File: src/rtl/semaforo_3ruas_ctrl.sv
// Timed traffic-light controller for a 3-road intersection (A, B, C).
// Decodes lamps from the registers only, so there is no path from ABC to the outputs.
// Grants one road at a time, round-robin; an idle intersection rests green on A.
// Ports: clock/reset_n (async active-low), ABC car sensors ([2]=A,[1]=B,[0]=C),
//        VDx/AMx/VMx green/yellow/red lamps per road, road (0=A,1=B,2=C),
//        phase (0=GREEN,1=YELLOW,2=ALLRED).
module semaforo_3ruas_ctrl #(
    parameter int CW       = 8,
    parameter int T_GMIN   = 8,
    parameter int T_GMAX   = 32,
    parameter int T_YEL    = 4,
    parameter int T_ALLRED = 2
) (
    input  logic       clock,
    input  logic       reset_n,
    input  logic [2:0] ABC,
    output logic       VDA,
    output logic       VDB,
    output logic       VDC,
    output logic       AMA,
    output logic       AMB,
    output logic       AMC,
    output logic       VMA,
    output logic       VMB,
    output logic       VMC,
    output logic [1:0] road,
    output logic [1:0] phase
);

    typedef enum logic [1:0] {
        GREEN  = 2'd0,
        YELLOW = 2'd1,
        ALLRED = 2'd2
    } phase_t;

    localparam logic [CW-1:0] GMIN_M1 = CW'(T_GMIN - 1);
    localparam logic [CW-1:0] GMAX_M1 = CW'(T_GMAX - 1);
    localparam logic [CW-1:0] YEL_M1  = CW'(T_YEL - 1);
    localparam logic [CW-1:0] AR_M1   = CW'(T_ALLRED - 1);

    phase_t        phase_q;
    logic [1:0]    road_q;
    logic [1:0]    nxt_q;
    logic [CW-1:0] cnt_q;

    // Sensor bit belonging to a road index; index 3 maps to no road.
    function automatic logic [2:0] road_mask(input logic [1:0] r);
        case (r)
            2'd0:    road_mask = 3'b100;
            2'd1:    road_mask = 3'b010;
            2'd2:    road_mask = 3'b001;
            default: road_mask = 3'b000;
        endcase
    endfunction

    function automatic logic [1:0] succ(input logic [1:0] r);
        case (r)
            2'd0:    succ = 2'd1;
            2'd1:    succ = 2'd2;
            default: succ = 2'd0;
        endcase
    endfunction

    logic [2:0] req;
    logic [2:0] other;
    logic       own_req;
    logic [1:0] cand1;
    logic [1:0] cand2;
    logic [1:0] pick;
    logic       leave_green;
    logic       bad_state;

    always_comb begin
        // No cars anywhere counts as demand for A, so A rests green.
        req         = (ABC == 3'b000) ? 3'b100 : ABC;
        own_req     = |(req & road_mask(road_q));
        other       = req & ~road_mask(road_q);
        cand1       = succ(road_q);
        cand2       = succ(cand1);
        pick        = |(other & road_mask(cand1)) ? cand1 : cand2;
        leave_green = (other != 3'b000) &&
                      (((cnt_q >= GMIN_M1) && !own_req) || (cnt_q == GMAX_M1));
        bad_state   = (phase_q == phase_t'(2'd3)) || (road_q == 2'd3);
    end

    always_ff @(posedge clock or negedge reset_n) begin
        if (!reset_n) begin
            phase_q <= GREEN;
            road_q  <= 2'd0;
            nxt_q   <= 2'd0;
            cnt_q   <= '0;
        end else if (bad_state) begin
            phase_q <= GREEN;
            road_q  <= 2'd0;
            nxt_q   <= 2'd0;
            cnt_q   <= '0;
        end else begin
            case (phase_q)
                GREEN: begin
                    if (leave_green) begin
                        // Successor is chosen here and held through yellow/all-red.
                        phase_q <= YELLOW;
                        nxt_q   <= pick;
                        cnt_q   <= '0;
                    end else if (cnt_q != GMAX_M1) begin
                        cnt_q <= cnt_q + CW'(1);
                    end
                end
                YELLOW: begin
                    if (cnt_q == YEL_M1) begin
                        phase_q <= ALLRED;
                        cnt_q   <= '0;
                    end else begin
                        cnt_q <= cnt_q + CW'(1);
                    end
                end
                ALLRED: begin
                    if (cnt_q == AR_M1) begin
                        phase_q <= GREEN;
                        road_q  <= nxt_q;
                        cnt_q   <= '0;
                    end else begin
                        cnt_q <= cnt_q + CW'(1);
                    end
                end
                default: begin
                    phase_q <= GREEN;
                    road_q  <= 2'd0;
                    nxt_q   <= 2'd0;
                    cnt_q   <= '0;
                end
            endcase
        end
    end

    // Lamp decode: every road shows red unless it owns the light in GREEN/YELLOW.
    always_comb begin
        VDA = 1'b0; AMA = 1'b0; VMA = 1'b1;
        VDB = 1'b0; AMB = 1'b0; VMB = 1'b1;
        VDC = 1'b0; AMC = 1'b0; VMC = 1'b1;
        road  = road_q;
        phase = phase_q;
        if (bad_state) begin
            VDA   = 1'b1;
            VMA   = 1'b0;
            road  = 2'd0;
            phase = 2'd0;
        end else if (phase_q == GREEN) begin
            case (road_q)
                2'd0:    begin VDA = 1'b1; VMA = 1'b0; end
                2'd1:    begin VDB = 1'b1; VMB = 1'b0; end
                default: begin VDC = 1'b1; VMC = 1'b0; end
            endcase
        end else if (phase_q == YELLOW) begin
            case (road_q)
                2'd0:    begin AMA = 1'b1; VMA = 1'b0; end
                2'd1:    begin AMB = 1'b1; VMB = 1'b0; end
                default: begin AMC = 1'b1; VMC = 1'b0; end
            endcase
        end
    end

endmodule

File: config.mk
export PLATFORM = sky130hd
export DESIGN_NAME = semaforo_3ruas_ctrl
export DESIGN_NICKNAME = d
export VERILOG_FILES = /design/src/rtl/semaforo_3ruas_ctrl.sv
export SDC_FILE = /design/constraint.sdc
export NUM_CORES = 1
export LEC_CHECK = 0
export CORE_MARGIN = 1.5
export CORE_UTILIZATION = 52
export CTS_CLUSTER_SIZE = 40
export DETAILED_ROUTE_END_ITERATION = 10
export GPL_ROUTABILITY_DRIVEN = 0
export PLACE_DENSITY = 0.78
export REMOVE_ABC_BUFFERS = 1
export SLEW_MARGIN = 20
export SYNTH_ARGS = -nofsm -noshare
export SYNTH_HDL_FRONTEND = slang
export SYNTH_SLANG_ARGS = --single-unit
File: constraint.sdc
create_clock -name clock -period 2.6 [get_ports clock]
set_clock_uncertainty 0.2 [all_clocks]
set_input_delay 0.78 -clock clock [delete_from_list [all_inputs] [get_ports clock]]
set_output_delay 0.78 -clock clock [all_outputs]
set_load 0.05 [all_outputs]
Word level (Yosys, flattened, before mapping)
Index checks and enable logic that the tools add are counted.

$add $sub $neg: 1. Magnitude comparators: 1. Equality and inequality tests: 18. Mux-type cells: 55. Bitwise gates (word level): 4. Reduce and logical (&&, ||, !) cells: 18.

Operator list (number): 2-to-1 mux 8 bit (5); 2-to-1 mux 1 bit (30); case mux 8 bit (3 select lines) (1); 2-to-1 mux 2 bit (11); case mux 3 bit (3 select lines) (2); case mux 2 bit (2 select lines) (4); == test 2 bit (second input constant) (5); bitwise AND 3 bit (3); inequality test 3 bit (second input constant) (3); adder 8 x 1 -> 8 bit (second input constant) (1); == test 8 x 1 -> 1 bit (second input constant) (1); == test 8 x 2 -> 1 bit (second input constant) (1); == test 8 x 5 -> 1 bit (second input constant) (1); greater-or-equal comparator 8 x 3 -> 1 bit (second input constant) (1); inequality test 8 x 5 -> 1 bit (second input constant) (1); == test 2 x 1 -> 1 bit (second input constant) (3); logical NOT 2 bit (3); case mux 2 bit (3 select lines) (1); OR reduction 2 bit (3); OR reduction 3 bit (2); inequality test 2 x 1 -> 1 bit (second input constant) (2); inequality test 4 bit (second input constant) (1); AND reduction 2 bit (2); logical NOT 3 bit (1); other kinds (7) (9).

Flip-flop bits (word level): 14. Input port bits: 5. Output and inout bits: 13. Logic and storage cells: 101.

Depth between registers and ports, before layout
Gate-level depths: netlist of run 1.

Depth after elaboration: 11. Gate-level depth with buffers: 7. Depth with buffers taken out: 7.

Worst setup path before layout of run 1
OpenSTA, ideal clock, no wires.

Path kind: reg-to-output. From: reg phase_q[0]. To: out VMB. Arrival: 2.800 ns. Setup slack: -1.180 ns. Cell stages (with the launch flop): 4. Cell sequence: dfrtp_1 ha_1 nor3_1 o21ai_0.

Word-level cells in the longest chain between the ends: 4.

Ends and longest elaborated chain: start, declared (line 41) `phase_t phase_q;`; start signal, assigned (line 88) `phase_q <= GREEN;`; start signal, assigned (line 93) `phase_q <= GREEN;`; start signal, assigned (line 102) `phase_q <= YELLOW;`; == test 2 x 1 -> 1 bit (line 154) `end else if (phase_q == YELLOW) begin`; 2-to-1 mux 1 bit (line 154); 2-to-1 mux 1 bit (line 148) `end else if (phase_q == GREEN) begin`; 2-to-1 mux 1 bit (*) (line 143) `if (bad_state) begin`; end, declared (line 24) `output logic VMB,`.

Mark *: on every way between the ends. The rest lies on a longest branch, timed or not.

Worst setup path after layout of run 1
From: reg phase_q[1]. To: out AMB.

Word-level cells in the longest chain between the ends: 4.

Ends and longest elaborated chain: == test 2 x 1 -> 1 bit (line 154); 2-to-1 mux 1 bit (line 154); 2-to-1 mux 1 bit (line 148); 2-to-1 mux 1 bit (*) (line 143); end, declared (line 21) `output logic AMB,`.

Marks and branches as above.

==> summary.txt, run 1 <==
Global route
  – Global-route wire length before repair: 5464 um
  – Global-route usage over all layers: 0.2965
  – Largest net degree at the start of global routing: 16
  – Grt ovf: 0
  – Vias in the first global route: 1175
  – Initial antenna violation count: 0

Power
  – VDD IR max: 0.0008559 V
  – Internal: 0.0007860 W
  – Sw power: 0.0007465 W
  – Pwr Density: 930.7 nW/um^2
  – Pwr Total: 0.001533 W
  – Clock power share: 0.081
  – Gate power share: 0.704
  – Lkg Pwr: 0.7120 nW
  – Sequential Power Share: 0.215
  – Sw Ratio: 0.4871

Yosys
  – Synthesized cell area: 1079 um^2
  – Post-synth ARST share: 1.000
  – Yosys top cell area share: 0.3248
  – Synth Flop Type: dfrtp_1
  – Distinct cell type count after synthesis: 36
  – Avg Cell Area, Syn: 8.171 um^2
  – Top-count cell post-synth: nand2_1
  – Seq/Total Area, Yosys: 0.3248
  – Top cells by area, synth: dfrtp_1, ha_1, nand2_1, nor2_1, nand3_1
  – Post-Synthesis Cells: 132
  – Yosys reg bits: 14
  – Top post-synthesis cells by count: nand2_1, dfrtp_1, nor2_1, nand3_1, o21ai_0
  – Ys Warns: 0
  – Number of synthesized flops with an enable pin: 0
  – Area leader, netlist: dfrtp_1

Floorplan
  – Initial Utilization: 0.5497
  – Rows: 16
  – Ports: 18
  – Core area: 1962 um^2
  – Die W: 48.54 um
  – Die height: 48.54 um
  – Die area: 2356 um^2

Routing
  – DR iter-0 viols: 38
  – Vias per cell: 6.000
  – Routed WL per cell: 18.27 um
  – Drt total wl: 3544 um
  – Via count: 1164
  – Post-DRT Antenna Nets: 0
  – Drt first pass iters: 4
  – DRC Markers: 0

CTS
  – Max Root-Sink Buffers: 2
  – CTS clk-pin slew, worst paths: 80 ps
  – CTS Buf Count: 3
  – Clock sinks: 14
  – CTS hold repair buffers: 0
  – Root Buffer: clkbuf_4
  – Clk Latency, worst-skew pair: 280 ps
  – CTS tree: built
  – H-tree lvl count: 1

Finish
  – Post-Layout Cell Count: 194
  – N_diodes: 0
  – Area delta synth->final: 52.67%
  – Final nets: 182
  – Share of layout cells above drive strength 1: 0.3892
  – Util after Layout: 0.8393

Timing
  – # setup viols final: 1
  – Slew @ Worst Pin: 658.5 ps
  – Fin crit period: 2637 ps
  – FMAX: 379.2 MHz
  – WHS: 397.5 ps
  – Setup WS post-layout: -37.27 ps
  – Rel. slew slack: 0.5596
  – RSZ-0062 raised after global routing: true
  – Final hold violation count: 0
  – Slew Viols, Final: 0
  – Final Cycle Share: 1.014

Worst setup path
  – WP data required: 1620 ps
  – Reg2Reg Depth: 5
  – CP startpoint kind: flip-flop
  – WP data arrival: 1660 ps
  – WS Path Type: flip-flop to output pin
  – Crit path max fanout: 3
  – Crit end category: output pin

Worst hold path
  – HP Class: flip-flop to flip-flop
  – Hold Path Stages: 2

Placement
  – Number of instances in the placed design: 184
  – IO buf count: 17
  – HPWL after DPL: 2092 um

Status
  – Status: finished, violations left
  – Failing checks: negative setup slack

Flow run
  – Max Cap Viol: 0
-- per-stage QoR --
| stage | setup TNS (ps) | instance area, um^2 | setup WS [ps] |
|---|---|---|---|
| 6_report | -37.27 | 1647 | -37.27 |
| 3_5_place_dp | -3280 | 1456 | -486.3 |
| 5_1_grt | -232.4 | 1647 | -81.58 |
| 3_3_place_gp | -2676 | 1456 | -413.7 |
| 4_1_cts | -85.06 | 1584 | -52.18 |
| 2_1_floorplan | -3246 | 1052 | -1180 |
-- power by group through the flow --
stage / Sequential (W) / Combinational (W) / Clock [W]
after global placement: 0.000317 / 0.000852 / 0
final: 0.000329 / 0.00108 / 0.000125
after CTS: 0.000317 / 0.000990 / 0.000126
after global routing: 0.000337 / 0.00115 / 0.000134
after floorplan: 0.000307 / 0.000519 / 0
after detailed placement: 0.000320 / 0.000873 / 0
-- cells in the final DEF (no fill, tap or decap), drive strengths merged, types with 2 or more instances in the layout --
master	synthesis	routed
a21oi	4	4
nor2	15	15
nand2b	3	3
o21ai	15	15
and3	2	2
clkbuf	1	5
xnor2	3	3
nor2b	2	2
buf	2	31
ha	8	8
xor2	3	3
nand3	10	10
and2	2	2
or3	4	4
nor3	4	4
a41o	2	2
inv	6	6
dfrtp	14	14
nor4	3	3
nand2	16	16
-- cell type report --
class / count / area (um^2)
multi-input cells: 109 / 800.8
repair buffers: 35 / 411.6
flip-flops and latches: 14 / 352.8
fillers: 103 / 315.3
well taps: 27 / 33.78
inverters: 6 / 25.02
clock buffers: 3 / 22.52
-- sequential cells by signal (all words and copies together), names as in the netlist --
register and cells:
road_q 2, nxt_q 2, phase_q 2, cnt_q 8
-- repair_timing --
item	CTS	global route
setup buffers	6	1
pin swaps	5	3
resized for setup	21	19
endpoints found under the setup margin	12	14
-- routing by layer --
| metal | track usage | vias up | share of wire |
|---|---|---|---|
| li1 | - | 538 | - |
| met3 | 0.04938 | 12 | 0.057 |
| met5 | 0 | - | 0 |
| met4 | 0.1333 | 0 | 0.030 |
| met1 | 0.3380 | 556 | 0.39 |
| met2 | 0.5417 | 58 | 0.53 |
-- worst paths after layout --
| kind | from | to | slack, ps |
|---|---|---|---|
| setup / recovery | phase_q[1] | AMB | -40 |
| hold / removal | cnt_q[7] | cnt_q[7] | 400 |
| setup reg to reg | road_q[1] | nxt_q[1] | 180 |
| hold reg to reg | cnt_q[7] | cnt_q[7] | 400 |
| max in group asynchronous | reset_n | phase_q[0] | 1040 |
| min in group asynchronous | reset_n | cnt_q[3] | 690 |
-- critical path: stages (launching register included) --
cell      delay [ps]
dfrtp_1          440
inv_2            100
ha_4             180
nand2b_4         170
nor4_4           180
buf_4            170
buf_12           130
-- cell families (layout without fill, tap and decap cells) --
| kind of cell | Yosys count | in the layout | share of synthesized area |
|---|---|---|---|
| AOI/OAI and AO/OA | 30 | 30 | 0.1880 |
| adders and majority gates | 8 | 8 | 0.09281 |
| xor gates and xnor gates | 6 | 6 | 0.04873 |
| buffers and inverters | 9 | 44 | 0.04524 |
| and+or+nand+nor | 65 | 65 | 0.3005 |
| DFF | 14 | 14 | 0.3248 |
(Power assumes the default switching activity.)
==> run 2, diff against run 1 <==
--- a/config.mk
+++ b/config.mk
@@ -12,7 +12,6 @@
 export GPL_ROUTABILITY_DRIVEN = 0
 export PLACE_DENSITY = 0.78
 export REMOVE_ABC_BUFFERS = 1
-export SLEW_MARGIN = 20
 export SYNTH_ARGS = -nofsm -noshare
 export SYNTH_HDL_FRONTEND = slang
 export SYNTH_SLANG_ARGS = --single-unit
==> results of run 2 <==
Same layout as run 1: the final DEF is identical, and so are final timing and power.
